`src/rtl/imem_loader_pkg.sv`:
```
// rtl/imem_loader_pkg.sv - shared loader state encodings and instruction-memory address width
package imem_loader_pkg;

    localparam int IMEM_ADDR_W = 12;

    typedef enum logic [2:0] {
        IDLE   = 3'd0,
        LEN_LO = 3'd1,
        LEN_HI = 3'd2,
        DAT_LO = 3'd3,
        DAT_HI = 3'd4,
        CHK    = 3'd5,
        DONE   = 3'd6,
        ERR    = 3'd7
    } loader_state_t;

endpackage

```
`src/rtl/imem_loader_if.sv`:
```
// rtl/imem_loader_if.sv - byte-stream input and instruction-memory write port of the loader
interface imem_loader_if #(
    parameter int ADDR_W = 12
);
    logic              in_valid;
    logic [7:0]        in_data;
    logic              in_ready;
    logic              imem_we;
    logic [ADDR_W-1:0] imem_addr;
    logic [15:0]       imem_wdata;

    modport master (
        output in_valid, in_data,
        input  in_ready, imem_we, imem_addr, imem_wdata
    );

    modport slave (
        input  in_valid, in_data,
        output in_ready, imem_we, imem_addr, imem_wdata
    );
endinterface

```
`src/rtl/imem_loader.sv`:
```
// rtl/imem_loader.sv - loads a length-prefixed byte frame into instruction memory, holds CPU in reset until done
// Optional feature macro: LOADER_CHECKSUM_EN (trailing 8-bit sum byte checked before DONE).
module imem_loader
    import imem_loader_pkg::*;
#(
    parameter int ADDR_W    = IMEM_ADDR_W,
    parameter int BASE_ADDR = 0
) (
    input  logic          clk,
    input  logic          rst_n,
    input  logic          start,
    imem_loader_if.slave  bus,
    output logic          cpu_rst,
    output logic          busy,
    output logic          done,
    output logic          error
);

    localparam logic [16:0] MAX_WORDS = 17'((1 << ADDR_W) - BASE_ADDR);

`ifdef LOADER_CHECKSUM_EN
    localparam loader_state_t AFTER_DATA = CHK;
`else
    localparam loader_state_t AFTER_DATA = DONE;
`endif

    loader_state_t state, nxt;
    logic [15:0]   count;
    logic [15:0]   len;
    logic [7:0]    lo;
    logic          ready;
    logic          acc;
    logic [15:0]   len_n;
    logic [15:0]   count_inc;
`ifdef LOADER_CHECKSUM_EN
    logic [7:0]    sum;
`endif

    assign acc          = bus.in_valid && ready;
    assign len_n        = {bus.in_data, len[7:0]};
    assign count_inc    = count + 16'd1;
    assign bus.in_ready = ready;

    always_comb begin
        nxt = state;
        case (state)
            IDLE, DONE, ERR: if (start) nxt = LEN_LO;
            LEN_LO:          if (acc) nxt = LEN_HI;
            LEN_HI: begin
                if (acc) begin
                    if (len_n == 16'd0)
                        nxt = AFTER_DATA;
                    else if ({1'b0, len_n} > MAX_WORDS)
                        nxt = ERR;
                    else
                        nxt = DAT_LO;
                end
            end
            DAT_LO:          if (acc) nxt = DAT_HI;
            DAT_HI:          if (acc) nxt = (count_inc < len) ? DAT_LO : AFTER_DATA;
`ifdef LOADER_CHECKSUM_EN
            CHK:             if (acc) nxt = (bus.in_data == sum) ? DONE : ERR;
`endif
            default:         nxt = IDLE;
        endcase
    end

    always_ff @(posedge clk or negedge rst_n) begin
        if (!rst_n) begin
            state          <= IDLE;
            count          <= '0;
            len            <= '0;
            lo             <= '0;
            ready          <= 1'b0;
            bus.imem_we    <= 1'b0;
            bus.imem_addr  <= ADDR_W'(BASE_ADDR);
            bus.imem_wdata <= '0;
            cpu_rst        <= 1'b1;
            busy           <= 1'b0;
            done           <= 1'b0;
            error          <= 1'b0;
`ifdef LOADER_CHECKSUM_EN
            sum            <= '0;
`endif
        end else begin
            state       <= nxt;
            bus.imem_we <= 1'b0;
`ifdef LOADER_CHECKSUM_EN
            if (acc) sum <= sum + bus.in_data;
`endif
            case (state)
                LEN_LO: if (acc) len[7:0]  <= bus.in_data;
                LEN_HI: if (acc) len[15:8] <= bus.in_data;
                DAT_LO: if (acc) lo        <= bus.in_data;
                DAT_HI: begin
                    // Address and data are registered together so the strobe sees a stable pair.
                    if (acc) begin
                        bus.imem_wdata <= {bus.in_data, lo};
                        bus.imem_addr  <= ADDR_W'(BASE_ADDR) + count[ADDR_W-1:0];
                        bus.imem_we    <= 1'b1;
                        count          <= count_inc;
                    end
                end
                default: ;
            endcase

            if (nxt != state) begin
                case (nxt)
                    LEN_LO: begin
                        ready   <= 1'b1;
                        busy    <= 1'b1;
                        done    <= 1'b0;
                        error   <= 1'b0;
                        cpu_rst <= 1'b1;
                        count   <= '0;
`ifdef LOADER_CHECKSUM_EN
                        sum     <= '0;
`endif
                    end
                    DONE: begin
                        ready   <= 1'b0;
                        busy    <= 1'b0;
                        done    <= 1'b1;
                        cpu_rst <= 1'b0;
                    end
                    ERR: begin
                        ready   <= 1'b0;
                        busy    <= 1'b0;
                        error   <= 1'b1;
                    end
                    default: ;
                endcase
            end
        end
    end

endmodule
```
`src/flat_wrapper.sv`:
```
// flat-port wrapper written by rule: the top's interface ports become plain ports
module imem_loader_flat import imem_loader_pkg::*;
#(
    parameter int ADDR_W    = IMEM_ADDR_W,
    parameter int BASE_ADDR = 0
)
  (clk, rst_n, start, cpu_rst, busy, done, error, bus_in_valid, bus_in_data, bus_in_ready, bus_imem_we, bus_imem_addr, bus_imem_wdata);
  imem_loader_if #(.ADDR_W(ADDR_W)) bus_i ();
  input  logic clk;
  input  logic rst_n;
  input  logic start;
  output logic cpu_rst;
  output logic busy;
  output logic done;
  output logic error;
  input wire logic [$bits(bus_i.in_valid)-1:0] bus_in_valid;
  input wire logic [$bits(bus_i.in_data)-1:0] bus_in_data;
  output wire logic [$bits(bus_i.in_ready)-1:0] bus_in_ready;
  output wire logic [$bits(bus_i.imem_we)-1:0] bus_imem_we;
  output wire logic [$bits(bus_i.imem_addr)-1:0] bus_imem_addr;
  output wire logic [$bits(bus_i.imem_wdata)-1:0] bus_imem_wdata;
  assign bus_i.in_valid = bus_in_valid;
  assign bus_i.in_data = bus_in_data;
  assign bus_in_ready = bus_i.in_ready;
  assign bus_imem_we = bus_i.imem_we;
  assign bus_imem_addr = bus_i.imem_addr;
  assign bus_imem_wdata = bus_i.imem_wdata;
  imem_loader #(.ADDR_W(ADDR_W), .BASE_ADDR(BASE_ADDR)) u_core (.clk(clk), .rst_n(rst_n), .start(start), .bus(bus_i), .cpu_rst(cpu_rst), .busy(busy), .done(done), .error(error));
endmodule
```
`config.mk`:
```
export PLATFORM = sky130hd
export DESIGN_NAME = imem_loader_flat
export DESIGN_NICKNAME = d
export VERILOG_FILES = /design/src/rtl/imem_loader_pkg.sv /design/src/rtl/imem_loader_if.sv /design/src/rtl/imem_loader.sv /design/src/flat_wrapper.sv
export SDC_FILE = /design/constraint.sdc
export NUM_CORES = 1
export LEC_CHECK = 0
export CAP_MARGIN = 0
export CELL_PAD_IN_SITES_DETAIL_PLACEMENT = 1
export CELL_PAD_IN_SITES_GLOBAL_PLACEMENT = 1
export CORE_MARGIN = 4
export CORE_UTILIZATION = 48
export CTS_CLUSTER_SIZE = 30
export DETAILED_ROUTE_END_ITERATION = 8
export DONT_BUFFER_PORTS = 1
export PLACE_DENSITY_LB_ADDON = 0.1
export SETUP_SLACK_MARGIN = 0.5
export SLEW_MARGIN = 10
export SYNTH_ARGS = -nofsm -noshare
export SYNTH_HDL_FRONTEND = slang
export SYNTH_SLANG_ARGS = --single-unit
```
`constraint.sdc`:
```
create_clock -name clk -period 3.9 [get_ports clk]
set_input_delay 0.975 -clock clk [delete_from_list [all_inputs] [get_ports clk]]
set_output_delay 0.975 -clock clk [all_outputs]
set_load 0.05 [all_outputs]
```
# ---- Word-level counts from Yosys, hierarchy flattened
# Cells that the tools add are included.
dict set report totals {
  regBits 76
  input_bits 12
  word_cells 59
  out_inout_bits 34
}
dict set report classes {
  mux 19
  order_cmp 2
  add_sub_neg 1
  n_eq_ne 10
  reduce_logical 15
}
# cell n
set ops {}
lappend ops {{$mux W16} 4}
lappend ops {{$mux W3} 8}
lappend ops {{$add A16 B1 Y16 const B} 1}
lappend ops {{$gt A16 B13 Y1 const B} 1}
lappend ops {{$logic_not A16 Y1} 1}
lappend ops {{$lt A16 B16 Y1} 1}
lappend ops {{$eq A3 B3 Y1 const B} 5}
lappend ops {{$pmux W3 S5} 1}
lappend ops {{$reduce_and A2 Y1} 7}
lappend ops {{$pmux W1 S2} 4}
lappend ops {{$eq A3 B1 Y1 const B} 2}
lappend ops {{$eq A3 B2 Y1 const B} 2}
lappend ops {{$reduce_bool A2 Y1} 3}
lappend ops {{$logic_not A3 Y1} 1}
lappend ops {{$ne A3 B3 Y1} 1}
lappend ops {{$reduce_or A3 Y1} 1}
lappend ops {{$mux W1} 2}
lappend ops {{$reduce_or A2 Y1} 1}
lappend ops {{$logic_and A1 B1 Y1} 1}

# ---- Logic depth before layout (Yosys ltp)
# Gate-level depths: netlist of the first run.
dict set report depth {
  word_depth 9
  depth_mapped 15
  depth_no_buf 14
}

# ---- Worst setup path before layout of the first run
# OpenSTA, ideal clock, no wires.
dict set report synth_timing {
  kind {register to register}
  from {reg u_core.count[0]}
  to {reg u_core.done}
  path_buffers 0
  arrival_ns 3.197
  slack_ns 0.581
  period_less_slack_ns 3.319
  setup_ns 0.122
  stages_incl_launch_ff 14
  required_time_ns 3.778
  path_cell_list {dfrtp_1 ha_1 inv_1 nor4_2 nand3_1 nor2_1 xor2_1 ha_1 o21ai_0 nor2_1 a2111oi_4 nor2_1 o41a_1 a32o_1}
}
dict set report synth_via {
  elab_chain_cells 8
  elab_cells_between_ends 11
  cone_classes {1 x add/sub; 1 x order compare; 3 x eq/ne; 4 x mux; 2 x reduce/logical}
}
# element line
set synth_lines {}
lappend synth_lines {{start, declared} imem_loader.sv:28} ;# logic [15:0] count;
lappend synth_lines {{start signal, assigned} imem_loader.sv:101} ;# count <= count_inc;
lappend synth_lines {{$add A16 B1 Y16 *} imem_loader.sv:41} ;# assign count_inc = count + 16'd1;
lappend synth_lines {{$lt A16 B16 Y1 *} imem_loader.sv:60} ;# DAT_HI: if (acc) nxt = (count_inc < len) ? DAT_LO : AFTER_DATA;
lappend synth_lines {{$mux W3 * (2 in a row)} imem_loader.sv:60}
lappend synth_lines {{$pmux W3 S5 *} imem_loader.sv:46} ;# case (state)
lappend synth_lines {{$eq A3 B1 Y1 / $eq A3 B3 Y1 (equally long branches)} imem_loader.sv:108} ;# case (nxt)
lappend synth_lines {{$reduce_bool A2 Y1 (no line)} --}
lappend synth_lines {{$reduce_and A2 Y1 (no line)} --}
lappend synth_lines {{end signal, assigned} imem_loader.sv:80} ;# done <= 1'b0;
lappend synth_lines {{end signal, assigned} imem_loader.sv:112} ;# done <= 1'b0;
lappend synth_lines {{end signal, assigned} imem_loader.sv:123} ;# done <= 1'b1;
lappend synth_lines {{end, declared} imem_loader.sv:15} ;# output logic done,
# Mark *: on every way between the ends. The rest lies on a longest branch, timed or not.
# A chain may end at the register's enable or synchronous reset.

# ---- Final worst setup path of the first run
dict set report layout_timing {
  from {reg u_core.count[1]}
  to {reg u_core.busy}
}
dict set report layout_via {
  elab_chain_cells 9
  elab_cells_between_ends 13
  cone_classes {1 x add/sub; 1 x order compare; 4 x eq/ne; 4 x mux; 3 x reduce/logical}
}
# element line
set layout_lines {}
lappend layout_lines {{$add A16 B1 Y16 *} imem_loader.sv:41}
lappend layout_lines {{$lt A16 B16 Y1 *} imem_loader.sv:60}
lappend layout_lines {{$mux W3 * (2 in a row)} imem_loader.sv:60}
lappend layout_lines {{$pmux W3 S5 *} imem_loader.sv:46}
lappend layout_lines {{$eq A3 B3 Y1} imem_loader.sv:108}
lappend layout_lines {{$reduce_or A2 Y1 (no line)} --}
lappend layout_lines {{$reduce_bool A2 Y1 (no line)} --}
lappend layout_lines {{$reduce_and A2 Y1 (no line)} --}
lappend layout_lines {{end signal, assigned} imem_loader.sv:111} ;# busy <= 1'b1;
lappend layout_lines {{end signal, assigned} imem_loader.sv:122} ;# busy <= 1'b0;
lappend layout_lines {{end signal, assigned} imem_loader.sv:128} ;# busy <= 1'b0;
lappend layout_lines {{end, declared} imem_loader.sv:14} ;# output logic busy,
# Marks and branches as above.

==> metrics.md, run 1 <==
| Metric | Value |
|---|---|
| Status | finished, final reports clean |
| Post-synthesis sequential area ratio | 49.5% |
| Core ar. | 0.00777 mm² |
| Top_reg_cell synth | dfrtp_1 |
| Setup violators final | 0 |
| # diodes | 0 |
| Routability cong. | 0.833 |
| GR Overflow Total | 0 |
| Worst setup path category | register to register |
| First-pass GRT wire length | 15900 µm |
| DRC errors left | 0 |
| Io pins | 46 |
| Fraction of registers with async set/reset | 100% |
| Estimated wirelength of the detail-placed design | 6410 µm |
| Critical Path End Type | register |
| Clock skew | 10.2 ps |
| Critical Path RT | 4170 ps |
| Distinct cells, synth | 52 |
| Effective utilization at floorplan | 49.5% |
| Share of the synthesized area in the top cell type | 48.9% |
| H-tree levels | 3 |
| Worst-margin pin slew | 682 ps |
| Syn Inst Count | 418 |
| CTS Buffer Depth | 2 |
| WL per Instance | 18.5 µm |
| CTS Sinks | 76 |
| Tmin final | 3320 ps |
| Pwr/cell area | 359 mW/mm² |
| Syn_area_per_cell | 9.19 µm² |
| Most numerous cell in the Yosys netlist | nand2_1 |
| Total number of vias | 2930 |
| Max-cap violations | 0 |
| Worst path arrival time | 3590 ps |
| Chip height | 97.5 µm |
| Yosys top cell by area | dfrtp_1 |
| Row cnt | 32 |
| Min-delay worst type | input port to async pin |
| Headroom to the max-slew limit | 54.4% |
| Post-synth top cells | nand2_1 (120), dfrtp_1 (75), nor2_1 (30) |
| Footprint of the multi-input gates | 0.00181 mm² |
| Post-route cell area | 0.00431 mm² |
| Routed wire length | 9860 µm |
| CTS clk-pin slew, worst paths | 90 ps |
| Mapped Nets | 446 |
| Vias in the first global route | 3117 |
| Die Wd | 97.5 µm |
| Final Hold Fails | 0 |
| Leak Pwr | 0.00221 µW |
| CP startpoint kind | register |
| Vias/cell | 5.49 |
| Initial antenna violation count | 0 |
| Fmax | 0.301 GHz |
| Slew Limit Fails | 0 |
| PortBufs | 0 |
| EDFF count, synth | 0 |
| CTS root buffer | clkbuf_8 |
| Ratio of cells with drive above 1 in the final layout | 15.0% |
| Layout fillers | 897 |
| Setup TNS Final | 0 ps |
| Reg area | 0.00191 mm² |
| CTS Hold Bufs | 0 |
| P&R area growth vs syn | 12.3% |
| Max rail drop VDD | 164 µV |
| GRT Total Usage | 21.0% |
| Largest net degree at the start of global routing | 77 |
| Top cells by area, synth | dfrtp_1 (49%), nand2_1 (12%), ha_1 (5.2%) |
| Period utilization | 85.1% |
| TritonRoute pass-1 iters | 4 |
| Post-route ant nets | 0 |
| Syn Std Cell Area | 0.00384 mm² |
| Yosys warnings | 0 |
| Pre-CTS setup slack | 219 ps |
| Critical path fanouts, max | 5 |
| #FFs+latches synth | 76 |
| CTS Buf Count | 9 |
| Setup ws final | 582 ps |
| Dpl cell area | 0.00392 mm² |
| Clk_lat worst skew | 360 ps |
| CTS tree | built |
| RSZ-0062 raised after global routing | false |
| Die ar. | 0.00950 mm² |
| Starting DRC count in detailed routing | 110 |
| Fin nets | 455 |
[metal layers]
metal | wire [µm] | global-route usage [%] | share of wire [%] | up-vias
met5 | 0 | 0 | 0 | -
met4 | 189 | 7.03 | 1.9 | 0
met3 | 316 | 4.88 | 3.2 | 14
met2 | 4820 | 34.5 | 49 | 49
met1 | 4540 | 27.5 | 46 | 1472
li1 | - | - | - | 1395
[path summary, 6_finish.rpt]
| kind | start | to | slack [ps] | depth (start not counted) |
|---|---|---|---|---|
| setup / recovery | u_core.count[1] | u_core.busy | 580 | 13 |
| hold reg to reg | u_core.lo[1] | u_core.bus.imem_wdata[1] | 480 | 2 |
| setup reg to reg | u_core.count[1] | u_core.busy | 580 | 13 |
| min in group clk | u_core.lo[1] | u_core.bus.imem_wdata[1] | 480 | 2 |
| max in group asynchronous | rst_n | u_core.cpu_rst | 3380 | 0 |
| hold / removal | rst_n | u_core.bus.imem_we | 300 | 0 |
[cell type report]
cell class                      instances  share of cell area [%]
Clock inverter                          7                    2.84
Timing Repair Buffer                   17                    2.96
Inverter                               23                    2.00
Clock buffer                            9                    2.87
Tap cell                              102                    2.96
Sequential cell                        76                    44.3
Multi-Input combinational cell        300                    42.0
[worst max-delay path: stages (launching register included)]
cell	delay, ps
dfrtp_2	420
ha_4	170
inv_1	100
nor4_4	310
nand3_2	170
nor2_1	170
xor2_1	170
ha_1	260
and4_1	230
a2111oi_4	340
nor2_1	110
o41a_1	440
buf_4	160
a2bb2oi_1	170
[kinds of logic after synthesis]
group	after synthesis	synth area share, %
buffers and inverters	42	4.59
and+or+nand+nor	190	21.2
AOI/OAI and AO/OA	56	10.1
adders and majority gates	16	5.21
DFF	76	49.5
muxes	10	2.90
xor gates and xnor gates	28	6.38
[state kept, by name, indices dropped and copies added, names as in the netlist]
| register | count |
|---|---|
| u_core.bus.imem_we | 1 |
| u_core.error | 1 |
| u_core.bus.imem_addr | 12 |
| u_core.busy | 1 |
| u_core.lo | 8 |
| u_core.state | 3 |
| u_core.cpu_rst | 1 |
| u_core.len | 16 |
| u_core.count | 16 |
| u_core.bus.imem_wdata | 16 |
| u_core.done | 1 |
[placed cells by master, fill, tap and decap left out, types with 3 or more instances in the layout]
cell type / instances
a21oi_1: 10
buf_4: 17
bufinv_16: 3
clkbuf_8: 9
dfrtp_1: 68
dfrtp_2: 7
ha_1: 15
inv_1: 22
mux2_2: 9
nand2_1: 120
nand3_1: 10
nor2_1: 30
nor3_1: 4
nor4_1: 3
o21ai_0: 22
or3_1: 4
xnor2_1: 15
xor2_1: 13
[metrics by stage]
stage	hold WS, ps	util [%]	std cells	power [µW]
3_3_place_gp	446	50.4	506	806
3_5_place_dp	454	50.4	506	806
2_1_floorplan	433	-	418	805
4_1_cts	290	54.4	525	1560
5_1_grt	281	55.5	534	1600
6_report	300	55.5	534	1550
[power by group]
part,switching (µW),leakage (µW),internal [µW]
logic,1.46,0.00113,1.39
registers,0,0.000963,787
clock network,328,0.000116,430
total,329,0.00221,1220
[what timing repair did]
| action | in CTS | in global routing |
|---|---|---|
| gates cloned | 0 | 0 |
| endpoints found under the setup margin | 21 | 20 |
| gates resized for setup | 12 | 4 |
| pin swaps | 1 | 4 |
| buffers inserted | 3 | 9 |
(Power assumes the default switching activity.)
==> run 2: changes to the inputs <==
==> config.mk (replaced) <==
export PLATFORM = sky130hd
export DESIGN_NAME = imem_loader_flat
export DESIGN_NICKNAME = d
export VERILOG_FILES = /design/src/rtl/imem_loader_pkg.sv /design/src/rtl/imem_loader_if.sv /design/src/rtl/imem_loader.sv /design/src/flat_wrapper.sv
export SDC_FILE = /design/constraint.sdc
export NUM_CORES = 1
export LEC_CHECK = 0
export BUFFER_PORTS_ARGS = -buffer_cell sky130_fd_sc_hd__buf_2
export CAP_MARGIN = 0
export CORE_MARGIN = 4
export CORE_UTILIZATION = 58
export CTS_CLUSTER_SIZE = 30
export DETAILED_ROUTE_END_ITERATION = 8
export PLACE_DENSITY = 0.8
export SETUP_SLACK_MARGIN = 0.5
export SLEW_MARGIN = 30
export SYNTH_ARGS = -nofsm -noshare
export SYNTH_HDL_FRONTEND = slang
export SYNTH_SLANG_ARGS = --single-unit
==> run 2 against run 1 <==
Cell count is 3.7% higher. Non-clock buffer count is 45 higher. Cell area is 3.5% higher. Hold slack better by 170 ps. Total power is 9.8% lower. Clock power is 24% lower. Die area is 16% lower.
==> metrics.md, run 2 (synthesized netlist as in run 1, its figures left out) <==
| Metric | Value |
|---|---|
| Final Hold Fails | 0 (unchanged) |
| Reg2Reg Setup Slack | 590 ps (about the same) |
| End point of the worst hold path | u_core.cpu_rst |
| CP cell instances | ha_4, inv_2, nor4_4, nand3_2, nor2_2, xor2_1, ha_1, and4_4, a2111oi_4, nor2_1, o41a_1, a32o_2 |
| Top Registers | u_core.bus.imem_wdata x16, u_core.count x16, u_core.len x16 |
| Reg2reg start | u_core.count[0] |
| P&R area growth vs syn | 16.2% |
| Ratio of cells with drive above 1 in the final layout | 23.5% (+8.4 points) |
| CTS clk-pin slew, worst paths | 90 ps (about the same) |
| CP max stage delay | 440 ps (about the same) |
| Worst path arrival time | 3570 ps (-20 ps) |
| Commonest non-fill, non-tap cell in the layout | nand2_1 |
| Estimated wirelength of the detail-placed design | 5660 µm (-12%) |
| PortBufs | 45 (+45) |
| Min-delay worst type | register to register |
| Footprint of the multi-input gates | 0.00182 mm² (+0.62%) |
| Effective utilization at floorplan | 60.1% (+11 points) |
| CP startpoint kind | register |
| Vias in the first global route | 2814 (-9.7%) |
| TritonRoute pass-1 iters | 5 (+1) |
| First-pass GRT wire length | 13800 µm (-14%) |
| Routability cong. | 0.898 (+7.8%) |
| Pwr/cell area | 313 mW/mm² (-13%) |
| Setup violators final | 0 (unchanged) |
| GR Overflow Total | 0 (unchanged) |
| CTS Buf Count | 9 (unchanged) |
| CTS Sinks | 76 (unchanged) |
| Critical Path RT | 4150 ps (-20 ps) |
| Row cnt | 29 (-9.4%) |
| Commonest non-fill, non-tap cells in the layout | nand2_1 (120), dfrtp_1 (71), buf_2 (44) |
| Hold Path Depth | 2 |
| Clk_lat worst skew | 360 ps (about the same) |
| H-tree levels | 3 (unchanged) |
| Io pins | 46 (unchanged) |
| DRC errors left | 0 (unchanged) |
| CTS root buffer | clkbuf_8 |
| GRT Total Usage | 22.8% (+1.8 points) |
| Tmin final | 3310 ps (-7.01 ps) |
| Routed wire length | 8750 µm (-11%) |
| Worst-margin pin slew | 669 ps (-13.3 ps) |
| Hold Crit Start | u_core.cpu_rst |
| Critical path fanouts, max | 5 (unchanged) |
| Status | finished, final reports clean |
| Worst setup path category | register to register |
| Cells on worst reg2reg path | 12 (-1) |
| # diodes | 0 (unchanged) |
| Placed Cells | 525 (+3.8%) |
| R2r endpoint | u_core.done |
| Worst Setup SP | u_core.count[0] |
| Slew Limit Fails | 0 (unchanged) |
| CP max stage cell | dfrtp_1 |
| Clock skew | 13.4 ps (+3.21 ps) |
| Post-route ant nets | 0 (unchanged) |
| Starting DRC count in detailed routing | 167 (+52%) |
| Fin nets | 500 (+9.9%) |
| Leak Pwr | 0.00244 µW (+10%) |
| Max rail drop VDD | 270 µV (+65%) |
| Layout fillers | 449 (-50%) |
| Layout Cells excl Fill | 554 (+3.7%) |
| CTS Buffer Depth | 2 (unchanged) |
| Total number of vias | 3119 (+6.5%) |
| Vias/cell | 5.63 (+2.6%) |
| Die ar. | 0.00799 mm² (-16%) |
| Reg area | 0.00191 mm² (-0.20%) |
| Period utilization | 84.9% (-0.18 points) |
| Headroom to the max-slew limit | 55.4% (+0.95 points) |
| RSZ-0062 raised after global routing | false |
| Initial antenna violation count | 0 (unchanged) |
| Largest net degree at the start of global routing | 77 (unchanged) |
| Critical Path End Type | register |
| Fmax | 0.302 GHz (+0.21%) |
| Setup TNS Final | 0 ps (unchanged) |
| CTS Hold Bufs | 0 (unchanged) |
| Chip height | 89.4 µm (-8.3%) |
| Core ar. | 0.00639 mm² (-18%) |
| Die Wd | 89.4 µm (-8.3%) |
| Max-cap violations | 0 (unchanged) |
| CTS tree | built |
| WL per Instance | 15.8 µm (-15%) |
## run 2: changes by cell type in the layout (fill, tap and decap cells not counted), sizes merged
cell	previous run	this run
clkinvlp	2	1
inv	25	28
bufinv	3	0
clkinv	0	1
buf	17	62
## run 2: what timing repair did
action	in CTS	in global routing
endpoints found under the setup margin	21	20
pin swaps	1	9
resized for setup	12	7
buffers inserted	5	8
## run 2: area by class of cell
type	count	share of cell area, %
flip-flops and latches	76	42.8
repair buffers	62	8.05
multi-input cells	300	40.9
well taps	77	2.16
inverters	23	1.93
clock inverters	7	1.46
clock buffers	9	2.78
## run 2: worst max-delay path by stage
stage                        endpoint  cells past startpoint
after global placement    u_core.done                     13
after detailed placement  u_core.done                     13
after global routing      u_core.done                     12
final                     u_core.done                     12
after CTS                 u_core.done                     13
after floorplan           u_core.done                     13
## run 2: worst max-delay path, delay by kind of cell, from the launching register on
kind                       cells  cell delay (ps)
DFF                            1              440
xor gates and xnor gates       1              200
buffers and inverters          1               70
AOI/OAI and AO/OA              3             1070
adders and majority gates      2              440
and+or+nand+nor                5             1000
## run 2: layer usage
layer,track usage (%),vias to the layer above,routed length [µm]
met3,5.99,22,556
met4,10.3,0,210
met2,33.6,105,4040
met5,0,-,0
met1,31.6,1505,3940
li1,-,1487,-
## run 2: report_power, final
| part | switching [µW] | internal (µW) | total (µW) |
|---|---|---|---|
| Combinational | 25.3 | 6.00 | 31.4 |
| Clock | 329 | 247 | 577 |
| Sequential | 0 | 787 | 787 |
## run 2: per-stage QoR
step	util, %	total power [µW]	area [µm²]	setup slack, ps	hold slack [ps]
2_1_floorplan	-	805	3840	581	433
3_3_place_gp	64.3	834	4110	410	442
3_5_place_dp	64.3	834	4110	223	448
4_1_cts	68.6	1400	4380	527	465
5_1_grt	69.9	1450	4460	415	490
6_report	69.9	1400	4460	589	466
==> run 3: changes to the inputs <==
==> constraint.sdc (replaced) <==
create_clock -name clk -period 3.1 [get_ports clk]
set_input_delay 0.775 -clock clk [delete_from_list [all_inputs] [get_ports clk]]
set_output_delay 0.775 -clock clk [all_outputs]
set_load 0.05 [all_outputs]
==> run 3 against run 2 <==
Sequential cell count did not move. Worst setup slack got worse by 530 ps. Global-route usage rose by 1.2 points. Total power rose by 28%. Largest cell class is now multi-input gates.
==> metrics.md, run 3 (synthesized netlist as in run 1, its figures left out) <==
| Metric | Value |
|---|---|
| Status | finished, final reports clean |
| Worst Setup SP | u_core.count[2] |
| CP startpoint kind | register |
| Period utilization | 98.2% (+13 points) |
| Slew Limit Fails | 0 (unchanged) |
| Reg area | 0.00191 mm² (unchanged) |
| First-pass GRT wire length | 14400 µm (+5.0%) |
| Chip height | 89.4 µm (unchanged) |
| Die ar. | 0.00799 mm² (unchanged) |
| Vias in the first global route | 3020 (+7.3%) |
| Top Registers | u_core.bus.imem_wdata x16, u_core.count x16, u_core.len x16 |
| CP max stage cell | dfrtp_1 |
| Ratio of cells with drive above 1 in the final layout | 30.0% (+6.5 points) |
| GR Overflow Total | 0 (unchanged) |
| Core ar. | 0.00639 mm² (unchanged) |
| Final core occ | 73.8% (+3.9 points) |
| CTS root buffer | clkbuf_8 |
| Pre-CTS setup slack | 6.95 ps (-216 ps) |
| Clk_lat worst skew | 360 ps (about the same) |
| CTS clk-pin slew, worst paths | 80 ps (about the same) |
| Layout fillers | 443 (-1.3%) |
| Clock skew | 7.09 ps (-6.30 ps) |
| Reg2Reg Setup Slack | 60 ps (-530 ps) |
| WL per Instance | 16.4 µm (+3.8%) |
| Layout Cells excl Fill | 564 (+1.8%) |
| Critical Path RT | 3350 ps (-800 ps) |
| # diodes | 0 (unchanged) |
| CTS Sinks | 76 (unchanged) |
| PortBufs | 45 (unchanged) |
| Pwr/cell area | 378 mW/mm² (+21%) |
| Hold WS | 464 ps (-1.78 ps) |
| Row cnt | 29 (unchanged) |
| Levels on crit path | 12 (unchanged) |
| CP max stage delay | 410 ps (-30 ps) |
| Largest net degree at the start of global routing | 77 (unchanged) |
| Fmax | 0.328 GHz (+8.8%) |
| Critical path fanouts, max | 4 (-1) |
| GRT Total Usage | 24.0% (+1.2 points) |
| Cells on worst reg2reg path | 12 (unchanged) |
| Estimated wirelength of the detail-placed design | 6180 µm (+9.1%) |
| Tmin final | 3040 ps (-267 ps) |
| CTS Hold Bufs | 0 (unchanged) |
| Max-cap violations | 0 (unchanged) |
| Routed wire length | 9240 µm (+5.7%) |
| Post-route ant nets | 0 (unchanged) |
| WP buf/inv | 1 (unchanged) |
| P&R area growth vs syn | 22.7% |
| H-tree levels | 3 (unchanged) |
| Total number of vias | 3162 (+1.4%) |
| Worst setup path category | register to register |
| Footprint of the multi-input gates | 0.00198 mm² (+8.6%) |
| Worst-margin pin slew | 674 ps (+4.87 ps) |
| Initial antenna violation count | 0 (unchanged) |
| CTS Buf Count | 9 (unchanged) |
| Max rail drop VDD | 457 µV (+69%) |
| Setup crit end | u_core.done |
| Critical Path End Type | register |
| Effective utilization at floorplan | 60.1% (unchanged) |
| TritonRoute pass-1 iters | 4 (-1) |
| CP cell instances | nand4_4, nor4_4, nand3_2, nor2_2, xor2_1, ha_1, and4_4, a2111oi_4, o211ai_2, buf_4, a21bo_4, a32o_1 |
| Setup ws final | 55.2 ps (-533 ps) |
| Fin nets | 510 (+2.0%) |
| Post-route cell area | 0.00471 mm² (+5.6%) |
| Io pins | 46 (unchanged) |
| Die Wd | 89.4 µm (unchanged) |
| Leak Pwr | 0.00248 µW (+2.0%) |
| RSZ-0062 raised after global routing | true |
| Commonest non-fill, non-tap cell in the layout | nand2_1 |
| Cell family with most CP delay | simple AND/OR/NAND/NOR gates |
| Headroom to the max-slew limit | 55.1% (-0.32 points) |
| DRC errors left | 0 (unchanged) |
| CTS tree | built |
| Reg2reg start | u_core.count[2] |
| Starting DRC count in detailed routing | 174 (+4.2%) |
| R2r endpoint | u_core.done |
| CTS Buffer Depth | 2 (unchanged) |
| Routability cong. | 0.912 (+1.5%) |
| Min-delay worst type | register to register |
| Worst path arrival time | 3290 ps (-280 ps) |
| Vias/cell | 5.61 (-0.42%) |
| Dpl cell area | 0.00423 mm² (+2.9%) |
| Commonest non-fill, non-tap cells in the layout | nand2_1 (120), dfrtp_1 (71), buf_2 (45) |
| Final Hold Fails | 0 (unchanged) |
| Setup violators final | 0 (unchanged) |
| Placed Cells | 534 (+1.7%) |
-- run 3: worst register-to-register path: cells and delay by family (launching register included) --
family,cells,cell delay [ps]
simple gates,5,980
compound gates,4,960
flops,1,410
fa+ha+maj,1,260
buf+inv,1,180
xor+xnor,1,160
-- run 3: what timing repair did --
item	CTS	global route
endpoints found under the setup margin	22	22
pin swaps	9	3
resized for setup	15	33
buffers inserted	11	3
-- run 3: worst min-delay path by stage --
stage	start	end	slack, ps	depth (start not counted)
2_1_floorplan	u_core.lo[0]	u_core.bus.imem_wdata[0]	430	2
5_1_grt	u_core.bus.imem_addr[3]	u_core.bus.imem_addr[3]	490	2
3_3_place_gp	u_core.lo[0]	u_core.bus.imem_wdata[0]	440	2
4_1_cts	u_core.cpu_rst	u_core.cpu_rst	470	2
6_report	u_core.cpu_rst	u_core.cpu_rst	460	2
3_5_place_dp	u_core.lo[1]	u_core.bus.imem_wdata[1]	460	2
-- run 3: metal layers --
| layer | routed length [µm] | global-route usage (%) | up-vias |
|---|---|---|---|
| met5 | 0 | 0 | - |
| met4 | 230 | 11.5 | 0 |
| met3 | 550 | 3.87 | 22 |
| met2 | 4560 | 38.4 | 110 |
| met1 | 3900 | 31.8 | 1524 |
| li1 | - | - | 1506 |
-- run 3: layout make-up --
type                       instances  area share, %
sequential                        76           40.5
multi-input combinational        300           42.1
clock buffer                      10           2.71
inverter                          23           1.83
timing repair buffer              72           9.51
tap                               77           2.04
clock inverter                     6           1.35
-- run 3: stage by stage --
stage	TNS [ps]	power, µW
2_1_floorplan	0	1010
5_1_grt	-819	1840
3_3_place_gp	0	1050
6_report	0	1780
3_5_place_dp	0	1050
4_1_cts	0	1780
-- run 3: where the power goes --
part           switching [µW]  total, µW  internal (µW)  leakage [µW]
sequential                  0        990            990      0.000969
combinational            32.7       40.6           7.96       0.00142
clock                     379        751            372     0.0000927
